$ cat src/rtl/wptr_full_ctrl_if.sv
// rtl/wptr_full_ctrl_if.sv - write-side client/memory/read-pointer bundle for the FIFO write controller
interface wptr_full_ctrl_if #(
    parameter int ADDR_W = 3
);
    // Client request, read-domain pointer and overflow clear.
    logic              winc;
    logic [ADDR_W:0]   wq2_rptr;
    logic              wovf_clr;

    // Controller outputs: memory address, Gray pointer and status.
    logic [ADDR_W-1:0] waddr;
    logic [ADDR_W:0]   wptr;
    logic              wfull;
    logic              walmost_full;
    logic [ADDR_W:0]   wlevel;
    logic              woverflow;

    // Drives the requests and observes the status.
    modport master (
        output winc,
        output wq2_rptr,
        output wovf_clr,
        input  waddr,
        input  wptr,
        input  wfull,
        input  walmost_full,
        input  wlevel,
        input  woverflow
    );

    // The write controller itself.
    modport slave (
        input  winc,
        input  wq2_rptr,
        input  wovf_clr,
        output waddr,
        output wptr,
        output wfull,
        output walmost_full,
        output wlevel,
        output woverflow
    );
endinterface

$ cat src/rtl/wptr_full_ctrl.sv
// rtl/wptr_full_ctrl.sv - async FIFO write-side pointer, full/almost-full, level and overflow controller
module wptr_full_ctrl #(
    parameter int DEPTH       = 8,
    parameter int ADDR_W      = $clog2(DEPTH),
    parameter int SYNC_STAGES = 2,
    parameter int AF_THRESH   = DEPTH - 2
) (
    input  logic               wclk,
    input  logic               wrst,
    wptr_full_ctrl_if.slave    wbus
);

    // Threshold sized to the pointer width so the compare is unsigned and width-matched.
    localparam logic [ADDR_W:0] AF_T = AF_THRESH[ADDR_W:0];

    // Pointer state.
    logic [ADDR_W:0] wbin;
    logic [ADDR_W:0] wgray;
    logic [ADDR_W:0] wbin_next;
    logic [ADDR_W:0] wgray_next;
    logic            push;

    // Read-pointer synchroniser and its decoded form.
    logic [ADDR_W:0] sync_q [SYNC_STAGES];
    logic [ADDR_W:0] rq_s;
    logic [ADDR_W:0] rbin;

    // Status, computed from the next pointer so a push is reflected at its own edge.
    logic [ADDR_W:0] full_pattern;
    logic [ADDR_W:0] level_next;
    logic            full_next;
    logic            af_next;

    // Registered status flags.
    logic            wfull_q;
    logic            walmost_q;
    logic [ADDR_W:0] wlevel_q;
    logic            wovf_q;

    // A write is only accepted while not full; this is also the memory write enable.
    assign push = wbus.winc & ~wfull_q;

    // Next binary pointer wraps naturally at 2*DEPTH; Gray follows from it.
    always_comb begin
        wbin_next  = wbin + {{ADDR_W{1'b0}}, push};
        wgray_next = (wbin_next >> 1) ^ wbin_next;
    end

    // Binary and Gray write pointers; the Gray copy is what crosses to the read side.
    always_ff @(posedge wclk) begin
        if (wrst) begin
            wbin  <= '0;
            wgray <= '0;
        end else begin
            wbin  <= wbin_next;
            wgray <= wgray_next;
        end
    end

    // Plain flop chain on the asynchronous read pointer; no logic between stages.
    always_ff @(posedge wclk) begin
        if (wrst) begin
            for (int i = 0; i < SYNC_STAGES; i++) begin
                sync_q[i] <= '0;
            end
        end else begin
            sync_q[0] <= wbus.wq2_rptr;
            for (int i = 1; i < SYNC_STAGES; i++) begin
                sync_q[i] <= sync_q[i-1];
            end
        end
    end

    assign rq_s = sync_q[SYNC_STAGES-1];

    // Gray-to-binary by XOR prefix from the MSB downwards.
    always_comb begin
        rbin         = '0;
        rbin[ADDR_W] = rq_s[ADDR_W];
        for (int i = ADDR_W - 1; i >= 0; i--) begin
            rbin[i] = rbin[i+1] ^ rq_s[i];
        end
    end

    // Full when the write pointer is one lap ahead: top two Gray bits inverted, rest equal.
    // Level uses the lagging read pointer, so it can only over-report occupancy.
    always_comb begin
        full_pattern = {~rq_s[ADDR_W:ADDR_W-1], rq_s[ADDR_W-2:0]};
        full_next    = (wgray_next == full_pattern);
        level_next   = wbin_next - rbin;
        af_next      = (level_next >= AF_T);
    end

    // Registered full, almost-full and level so downstream sees clean flop outputs.
    always_ff @(posedge wclk) begin
        if (wrst) begin
            wfull_q   <= 1'b0;
            walmost_q <= 1'b0;
            wlevel_q  <= '0;
        end else begin
            wfull_q   <= full_next;
            walmost_q <= af_next;
            wlevel_q  <= level_next;
        end
    end

    // Sticky overflow: a blocked write sets it, and a set in the same cycle beats a clear.
    always_ff @(posedge wclk) begin
        if (wrst) begin
            wovf_q <= 1'b0;
        end else if (wbus.winc & wfull_q) begin
            wovf_q <= 1'b1;
        end else if (wbus.wovf_clr) begin
            wovf_q <= 1'b0;
        end
    end

    assign wbus.waddr        = wbin[ADDR_W-1:0];
    assign wbus.wptr         = wgray;
    assign wbus.wfull        = wfull_q;
    assign wbus.walmost_full = walmost_q;
    assign wbus.wlevel       = wlevel_q;
    assign wbus.woverflow    = wovf_q;

endmodule
$ cat src/flat_wrapper.sv
// flat-port wrapper written by rule: the top's interface ports become plain ports
module wptr_full_ctrl_flat 
#(
    parameter int DEPTH       = 8,
    parameter int ADDR_W      = $clog2(DEPTH),
    parameter int SYNC_STAGES = 2,
    parameter int AF_THRESH   = DEPTH - 2
)
  (wclk, wrst, wbus_winc, wbus_wq2_rptr, wbus_wovf_clr, wbus_waddr, wbus_wptr, wbus_wfull, wbus_walmost_full, wbus_wlevel, wbus_woverflow);
  wptr_full_ctrl_if #(.ADDR_W(ADDR_W)) wbus_i ();
  input  logic wclk;
  input  logic wrst;
  input wire logic [$bits(wbus_i.winc)-1:0] wbus_winc;
  input wire logic [$bits(wbus_i.wq2_rptr)-1:0] wbus_wq2_rptr;
  input wire logic [$bits(wbus_i.wovf_clr)-1:0] wbus_wovf_clr;
  output wire logic [$bits(wbus_i.waddr)-1:0] wbus_waddr;
  output wire logic [$bits(wbus_i.wptr)-1:0] wbus_wptr;
  output wire logic [$bits(wbus_i.wfull)-1:0] wbus_wfull;
  output wire logic [$bits(wbus_i.walmost_full)-1:0] wbus_walmost_full;
  output wire logic [$bits(wbus_i.wlevel)-1:0] wbus_wlevel;
  output wire logic [$bits(wbus_i.woverflow)-1:0] wbus_woverflow;
  assign wbus_i.winc = wbus_winc;
  assign wbus_i.wq2_rptr = wbus_wq2_rptr;
  assign wbus_i.wovf_clr = wbus_wovf_clr;
  assign wbus_waddr = wbus_i.waddr;
  assign wbus_wptr = wbus_i.wptr;
  assign wbus_wfull = wbus_i.wfull;
  assign wbus_walmost_full = wbus_i.walmost_full;
  assign wbus_wlevel = wbus_i.wlevel;
  assign wbus_woverflow = wbus_i.woverflow;
  wptr_full_ctrl #(.DEPTH(DEPTH), .ADDR_W(ADDR_W), .SYNC_STAGES(SYNC_STAGES), .AF_THRESH(AF_THRESH)) u_core (.wclk(wclk), .wrst(wrst), .wbus(wbus_i));
endmodule
$ cat config.mk
export PLATFORM = sky130hd
export DESIGN_NAME = wptr_full_ctrl_flat
export DESIGN_NICKNAME = d
export VERILOG_FILES = /design/src/rtl/wptr_full_ctrl_if.sv /design/src/rtl/wptr_full_ctrl.sv /design/src/flat_wrapper.sv
export SDC_FILE = /design/constraint.sdc
export NUM_CORES = 1
export LEC_CHECK = 0
export ABC_AREA = 1
export CAP_MARGIN = 20
export CORE_UTILIZATION = 55
export CTS_CLUSTER_DIAMETER = 150
export DETAILED_ROUTE_END_ITERATION = 8
export DONT_BUFFER_PORTS = 1
export PLACE_DENSITY = 0.7
export SLEW_MARGIN = 10
export SYNTH_ARGS = -nofsm -noshare
export SYNTH_HDL_FRONTEND = slang
export SYNTH_SLANG_ARGS = --single-unit
$ cat constraint.sdc
create_clock -name wclk -period 5.8 [get_ports wclk]
set_input_delay 0.58 -clock wclk [delete_from_list [all_inputs] [get_ports wclk]]
set_output_delay 0.58 -clock wclk [all_outputs]
set_load 0.1 [all_outputs]
# Word level (Yosys, flattened, before mapping)
# Memories as Yosys holds them, arrays and structs flattened.
# Cells that the tools add are included.
# totals
input_bits,8
n_memories,1
mem_bits_rw,8
reg_bits,15
out_inout_bits,14
elab_cells,29
# classes
n_reduce_logical,1
order_cmp,1
addsub,2
n_eq_ne,1
n_mux,7
n_bitwise,10
# memory_table
memory,depth,word_bits,read_ports,rd_ports_with_merged_regs,wr,line,text
u_core.sync_q,2,4,2,0,2,wptr_full_ctrl.sv:24,logic [ADDR_W:0] sync_q [SYNC_STAGES];
# op_table
op,count
4-bit 2-to-1 mux,2
1-bit 2-to-1 mux,5
4-bit by 1-bit adder with 4-bit output,1
4-bit == test,1
"4-bit by 3-bit greater-or-equal comparator with 1-bit output, second input constant",1
4-bit subtractor,1
3-bit by 4-bit bitwise XOR with 4-bit output,1
1-bit bitwise XOR,3
1-bit bitwise AND,2
2-bit NOT,1
1-bit OR,2
2-bit nonzero test,1
1-bit NOT,1

# Depth between registers and ports, before layout
# Gate-level depths: netlist of the first run.
# depth
depth_word,5
mapped_depth,14
ltp_nobuf,14

# Worst setup path after synthesis of the first run
# Ideal clock, no wire load.
# synth_path
path_kind,reg2reg
start,"reg u_core.wfull_q, in the netlist u_core.wbus.wfull"
end,"reg u_core.walmost_q, in the netlist u_core.wbus.walmost_full"
synth_period_minus_slack_ps,2634
setup_slack_ps,3166
required_time_ps,5685
n_path_buf,0
path_stages_with_launch,13
arrival_ps,2519
setup_ps,115
path_cell_list,dfxtp_1 nor2_1 ha_1 ha_1 inv_1 nand2_1 nand2_1 ha_1 a21oi_1 nor2b_1 nand3_1 nand3_1 nand2_1
# synth_via
elab_chain_cells,5
# synth_rtl
element,line,text
start: declaration,wptr_full_ctrl.sv:35,logic wfull_q;
start signal: assignment,wptr_full_ctrl.sv:101,wfull_q <= full_next;
1-bit NOT,wptr_full_ctrl.sv:41,assign push = wbus.winc & ~wfull_q;
1-bit bitwise AND,wptr_full_ctrl.sv:41,
4-bit by 1-bit adder with 4-bit output,wptr_full_ctrl.sv:45,"wbin_next = wbin + {{ADDR_W{1'b0}}, push};"
named net u_core.wbin_next[2],wptr_full_ctrl.sv:19,logic [ADDR_W:0] wbin_next;
4-bit subtractor,wptr_full_ctrl.sv:90,level_next = wbin_next - rbin;
4-bit by 3-bit greater-or-equal comparator with 1-bit output,wptr_full_ctrl.sv:91,af_next = (level_next >= AF_T);
end signal: assignment,wptr_full_ctrl.sv:102,walmost_q <= af_next;
end: declaration,wptr_full_ctrl.sv:36,logic walmost_q;
# The timed path passes the listed nets, and every way through them passes these cells.
# A chain may end at the register's enable or synchronous reset.

# Final worst setup path of the first run
# Ends and elaborated chain as after synthesis.

==> results.json, run 1 <==
{
  "floorplan.initialDensity_pct": 61.43,
  "post-route-period-util_pct": 49.22,
  "numCtsBuffers": 3,
  "dieHeight_um": 43.96,
  "avgSynthCellArea_sq_um": 7.507,
  "ctsHoldBuffers": 0,
  "crit_path_max_fanout": 4,
  "p_leak_uw": 0.0005094,
  "nets": 146,
  "clockRootBuffer": "clkbuf_4",
  "cts_setup_buffers": 0,
  "critPathBufInv": 1,
  "avgRoutedWirePerCell_um": 10.71,
  "grtUsageMet3_pct": 2.500,
  "cap_violations": 0,
  "drc": 2,
  "core_sq_um": 1577,
  "yosysUniqueCellTypes": 18,
  "grtUsageMet2_pct": 31.34,
  "grt_pass1_vias": 625,
  "endpoint_kind": "flop",
  "syn_nets": 143,
  "via_per_inst": 5.041,
  "critPathKind": "flop to flop",
  "globalRouteOverflowTotal": 0,
  "diodes": 0,
  "grt_first_pass_wirelength_mm": 2.518,
  "cts_resized": 0,
  "drive_gt1_share_pct": 3.846,
  "layout_setup_ws_ns": 2.945,
  "yosys.area.top_type": "dfxtp_1",
  "fin_tns_setup_ns": 0,
  "yosys_warnings": 0,
  "synth_flop_cell": "dfxtp_1",
  "slew_viol_final": 0,
  "cp.arrival_ns": 3.06,
  "syn_inst": 129,
  "path_cells": "nor2_1, ha_1, ha_1, inv_1, nand2_1, nand2_1, ha_1, a21oi_1, nor2b_1, nand3_1, nand3_1, nand2_1",
  "cts-htree-levels": 1,
  "grt_use_total_pct": 18.19,
  "finalCriticalPeriod_ns": 2.855,
  "io_pins": 22,
  "dr.pass1.iters": 6,
  "io_buffers": 0,
  "rsz0062_at_grt": "no",
  "num_vias": 736,
  "clkTransAtPathRegs_ns": 0.10,
  "finClkSkew_ns": 0.0007759,
  "synth_area_sq_um": 968.4,
  "slowest_delay_ns": 0.98,
  "slowest_stage": "dfxtp_1",
  "synth_top_area_share_pct": 45.48,
  "p_per_area_nw_per_um2": 368.4,
  "synthToLayoutAreaGrowth_pct": 3.488,
  "detailedPlacementHpwl_mm": 1.220,
  "cts_tree": "yes",
  "top_usage_layer": "met2",
  "die-area_sq_um": 1932,
  "synth.most_common_cell": "nand2_1",
  "die_w_um": 43.96,
  "crit_path_start_kind": "flop",
  "min_path_type": "input port to flop",
  "dp_slack_ns": 2.965,
  "clock.fmax_ghz": 0.3503,
  "status": "finished with violations",
  "timing.slew.headroom_pct": 24.44,
  "postRouteAntennaNets": 0,
  "path_delay_family": "flip-flops",
  "cts_buffer_depth": 2,
  "grt_antenna_before_repair": 0,
  "routed_wl_mm": 1.563,
  "peakVddDrop_mv": 0.2327,
  "rows": 14,
  "synth_area_leaders": "dfxtp_1, nand2_1, inv_1, nor2_1, ha_1",
  "setup_viol": 0,
  "violations": "design-rule violations",
  "ys_seq_area_share_pct": 45.48,
  "gp_congestion": 0.8378,
  "synthTopCellsByCount": "nand2_1, inv_1, dfxtp_1, nor2_1, nand3_1",
  "async_reset_ff_share_pct": 0,
  "worst_slew_pin_slew_ns": 1.132,
  "crit_required_ns": 6.00,
  "clock_latency_ns": 0.29,
  "ys_seq_elements": 22,
  "synth_edf_count": 0,
  "r2r_slack_ns": 2.95,
  "drt_iter0_drc": 10,
  "hold_viol_final": 0,
  "met1_usage_pct": 21.30,
  "cts_num_sinks": 22,
  "grt_max_degree": 21
}
[registers in the layout, summed over array words and instances, names as in the netlist]
register and flops:
u_core.sync_q 8, u_core.wbin 4, u_core.wbus.wlevel 4, u_core.wbus.wptr 3, u_core.wbus.walmost_full 1, u_core.wbus.wfull 1
u_core.wbus.woverflow 1
[through the flow]
stage | power (uW) | instances | utilization [%] | area [sq um] | hold WS, ns
after floorplan | 300.4 | 129 | - | 968.4 | 0.3883
after global placement | 307.1 | 143 | 62.14 | 979.7 | 0.3893
after detailed placement | 308.4 | 143 | 62.14 | 979.7 | 0.3987
after CTS | 373.3 | 146 | 63.57 | 1002 | 0.3228
after global routing | 388.5 | 146 | 63.57 | 1002 | 0.3132
final | 369.3 | 146 | 63.57 | 1002 | 0.3346
[worst reg2reg max path, delay by kind of cell (launching register included)]
family                     cells  cell delay (ns)
buffers and inverters          1             0.08
AOI/OAI and AO/OA              1             0.17
adders and majority gates      3             0.79
DFF                            1             0.98
and+or+nand+nor                7             0.73
[layout by cell type, fill, tap and decap left out]
master / count
nand4_1: 2
fa_1: 1
nor2b_1: 1
xnor2_2: 1
nand3_1: 9
clkbuf_4: 3
nor2_1: 22
o21ai_0: 1
inv_1: 23
ha_1: 5
nand3b_1: 1
xor2_2: 1
nand2_1: 32
xor2_1: 2
dfxtp_1: 22
a21oi_1: 3
and2_1: 1
[power breakdown]
| part | switching (uW) | total, uW | internal [uW] |
|---|---|---|---|
| clock network | 40.0 | 64.2 | 24.2 |
| registers | 89.3 | 254 | 165 |
| logic | 29.7 | 50.9 | 21.1 |
[area by class of cell]
cell class / count / area, sq um
fill: 133 / 574.3
sequential: 22 / 440.4
multi-input combinational: 82 / 432.9
inverter: 23 / 86.33
clock buffer: 3 / 22.52
tap: 16 / 20.02
[layer usage]
| layer | share of wire (%) | up-vias |
|---|---|---|
| li1 | - | 390 |
| met1 | 43 | 321 |
| met2 | 50 | 21 |
| met3 | 4.3 | 4 |
| met4 | 2.0 | 0 |
| met5 | 0 | - |
[cell families after synthesis]
family / Yosys count / synth area share (%)
AOI/OAI and AO/OA: 4 / 2.066
xor gates and xnor gates: 4 / 5.169
adders and majority gates: 6 / 8.527
buffers and inverters: 25 / 9.818
DFF: 22 / 45.48
and+or+nand+nor: 68 / 28.94
[path summary, 6_finish.rpt]
check                 startpoint                  endpoint  depth (start not counted)
max            u_core.wbus.wfull  u_core.wbus.walmost_full                         12
min                         wrst     u_core.wbus.wlevel[1]                          1
max reg2reg    u_core.wbus.wfull  u_core.wbus.walmost_full                         12
min reg2reg  u_core.sync_q[0][0]       u_core.sync_q[0][4]                          2
Power figures use the tool's default switching activity.
==> run 2, diff against run 1 <==
ABC_AREA = 0   (was 1)
clock period = 3 ns   (was 5.8 ns; I/O delays follow)
==> results.json, run 2 <==
{
  "postRouteAntennaNets": 0,
  "floorplan.initialDensity_pct": 62.45,
  "endpoint_kind": "flop",
  "yosys.area.top_type": "dfxtp_1",
  "cts_tree": "yes",
  "routed_wl_mm": 1.156,
  "fin_util_pct": 68.68,
  "setup_viol": 0,
  "timing.slew.headroom_pct": 36.35,
  "critPathBufInv": 0,
  "finalCriticalPeriod_ns": 2.214,
  "path_delay_family": "XOR/XNOR gates",
  "ctsHoldBuffers": 0,
  "combPwrFrac_pct": 15.0,
  "grt_first_pass_wirelength_mm": 1.876,
  "dieHeight_um": 41.39,
  "layout_setup_ws_ns": 0.7857,
  "synth_top_area_share_pct": 51.61,
  "slew_viol_final": 0,
  "sw_frac_of_total_pct": 40.64,
  "fin_tns_setup_ns": 0,
  "num_vias": 502,
  "grt_max_degree": 24,
  "numCtsBuffers": 3,
  "p_int_uw": 437.8,
  "crit_path_max_fanout": 3,
  "crit_path_start_kind": "flop",
  "synth_xor_area_share_pct": 16.42,
  "gp_congestion": 0.6933,
  "slowest_delay_ns": 0.43,
  "clock_latency_ns": 0.30,
  "die-area_sq_um": 1713,
  "dr_wl_met3_um": 67,
  "power_frac_seq_pct": 63.6,
  "regMostFlops": "u_core.sync_q",
  "avgSynthCellArea_sq_um": 10.41,
  "drive_gt1_share_pct": 11.24,
  "nets": 104,
  "slowest_stage": "fa_1",
  "syn_nets": 96,
  "synthSimpleGateAreaFrac_pct": 17.01,
  "cts_num_sinks": 22,
  "synth_flop_cell": "dfxtp_1",
  "top_layer": "met4",
  "yosys.area_share.adder_pct": 9.677,
  "clockRootBuffer": "clkbuf_4",
  "die_w_um": 41.39,
  "post-route-period-util_pct": 73.81,
  "grt_use_total_pct": 18.19,
  "rsz0062_at_grt": "no",
  "cts_resized": 0,
  "io_buffers": 0,
  "status": "complete, no violations",
  "yosys_warnings": 0,
  "grt_pass1_vias": 435,
  "synthTopCellsByCount": "dfxtp_1, nor2_1, nor2b_1, xnor2_1, xor2_1",
  "synthToLayoutAreaGrowth_pct": 9.971,
  "min_path_type": "input port to flop",
  "crit_required_ns": 3.24,
  "wl_met2_um": 539,
  "finClkSkew_ns": 0.005513,
  "p_per_area_nw_per_um2": 785.9,
  "rows": 13,
  "synth_area_leaders": "dfxtp_1, xnor2_1, ha_1, nor2b_1, xor2_1",
  "synth_top_family_by_area": "simple AND/OR/NAND/NOR gates",
  "muxShareOfSynthArea_pct": 0,
  "syn_inst": 82,
  "hold_viol_final": 0,
  "clock.fmax_ghz": 0.4516,
  "critPathKind": "flop to flop",
  "path_cells": "xnor2_1, xor2_1, xnor2_1, ha_1, fa_1, or3_1, o21ai_0",
  "ys_seq_area_share_pct": 51.61,
  "ys_seq_elements": 22,
  "cp.arrival_ns": 2.45,
  "io_pins": 22,
  "synth-compound-area-share_pct": 2.639,
  "power_frac_clock_pct": 21.5,
  "layout_common_cells": "dfxtp_1, xnor2_1, nor2b_1, nor2_1, xor2_1",
  "dr.pass1.iters": 4,
  "cts_setup_buffers": 0,
  "synth.most_common_cell": "dfxtp_1",
  "synth_edf_count": 0,
  "peakVddDrop_mv": 0.6124,
  "cp_common_cell": "xnor2_1",
  "synth_area_sq_um": 853.3,
  "grt_antenna_before_repair": 0,
  "drt_iter0_drc": 3,
  "diodes": 0,
  "dp_slack_ns": 0.8314,
  "avgRoutedWirePerCell_um": 11.12,
  "clkTransAtPathRegs_ns": 0.12,
  "yosysUniqueCellTypes": 17,
  "worst_slew_pin_slew_ns": 0.9534,
  "cts_buffer_depth": 2,
  "final_common_cell": "dfxtp_1",
  "largest_reg_flops": 8,
  "wl_met1_um": 524,
  "p_leak_uw": 0.0003970,
  "switchingPower_uw": 299.7,
  "globalRouteOverflowTotal": 0,
  "via_per_inst": 4.827,
  "cts-htree-levels": 1,
  "drc": 0,
  "core_sq_um": 1366,
  "cap_violations": 0,
  "async_reset_ff_share_pct": 0
}
[run 2: changes by cell type after synthesis, sizes merged, moves of 3 or more]
cell and change:
inv -19, xnor2 +9, nand3 -8, nand2 -29, nor2 -12, nor2b +9, xor2 +3
[run 2: cell type report]
| type | instances | area (sq um) |
|---|---|---|
| Multi-Input combinational cell | 54 | 390.4 |
| Clock buffer | 4 | 36.28 |
| Fill cell | 121 | 427.9 |
| Tap cell | 15 | 18.77 |
| Timing Repair Buffer | 5 | 37.54 |
| Sequential cell | 22 | 440.4 |
| Inverter | 4 | 15.01 |
[run 2: cells by family after synthesis]
kind of cell / after synthesis
simple gates: 28
flops: 22
xor+xnor: 16
buf+inv: 6
fa+ha+maj: 6
compound gates: 4
[run 2: through the flow]
step | hold WS (ns) | power (uW) | cell area, sq um | instances
final | 0.04329 | 737.4 | 938.4 | 104
after global routing | 0.01105 | 778.0 | 938.4 | 104
after CTS | 0.03582 | 745.2 | 938.4 | 104
after detailed placement | 0.3703 | 587.7 | 902.1 | 100
after global placement | 0.3705 | 585.1 | 902.1 | 100
after floorplan | 0.3716 | 571.3 | 853.3 | 82
[run 2: path summary, 6_finish.rpt]
check,to,from,slack (ns),cells past startpoint
setup / recovery,u_core.wbus.walmost_full,u_core.sync_q[0][7],0.79,7
hold / removal,u_core.wbin[1],wrst,0.04,1
setup reg to reg,u_core.wbus.walmost_full,u_core.sync_q[0][7],0.79,7
hold reg to reg,u_core.sync_q[0][5],u_core.sync_q[0][1],0.45,1
[run 2: power groups by stage]
stage	Combinational (uW)	Clock, uW	Sequential, uW
after floorplan	75.1	0	496
after global placement	109	0	476
after detailed placement	112	0	476
after CTS	112	164	469
after global routing	125	179	474
final	110	158	469
[run 2: worst register-to-register path: stages, from the launching register on]
cell and delay, ns:
dfxtp_1 0.35, xnor2_1 0.26, xor2_1 0.30, xnor2_1 0.17
ha_1 0.21, fa_1 0.43, or3_1 0.37, o21ai_0 0.07
[run 2: layer usage]
| layer | vias up | track usage [%] |
|---|---|---|
| met4 | 0 | 9.677 |
| met1 | 212 | 19.74 |
| met3 | 4 | 7.979 |
| met5 | - | 0 |
| li1 | 268 | - |
| met2 | 18 | 29.69 |
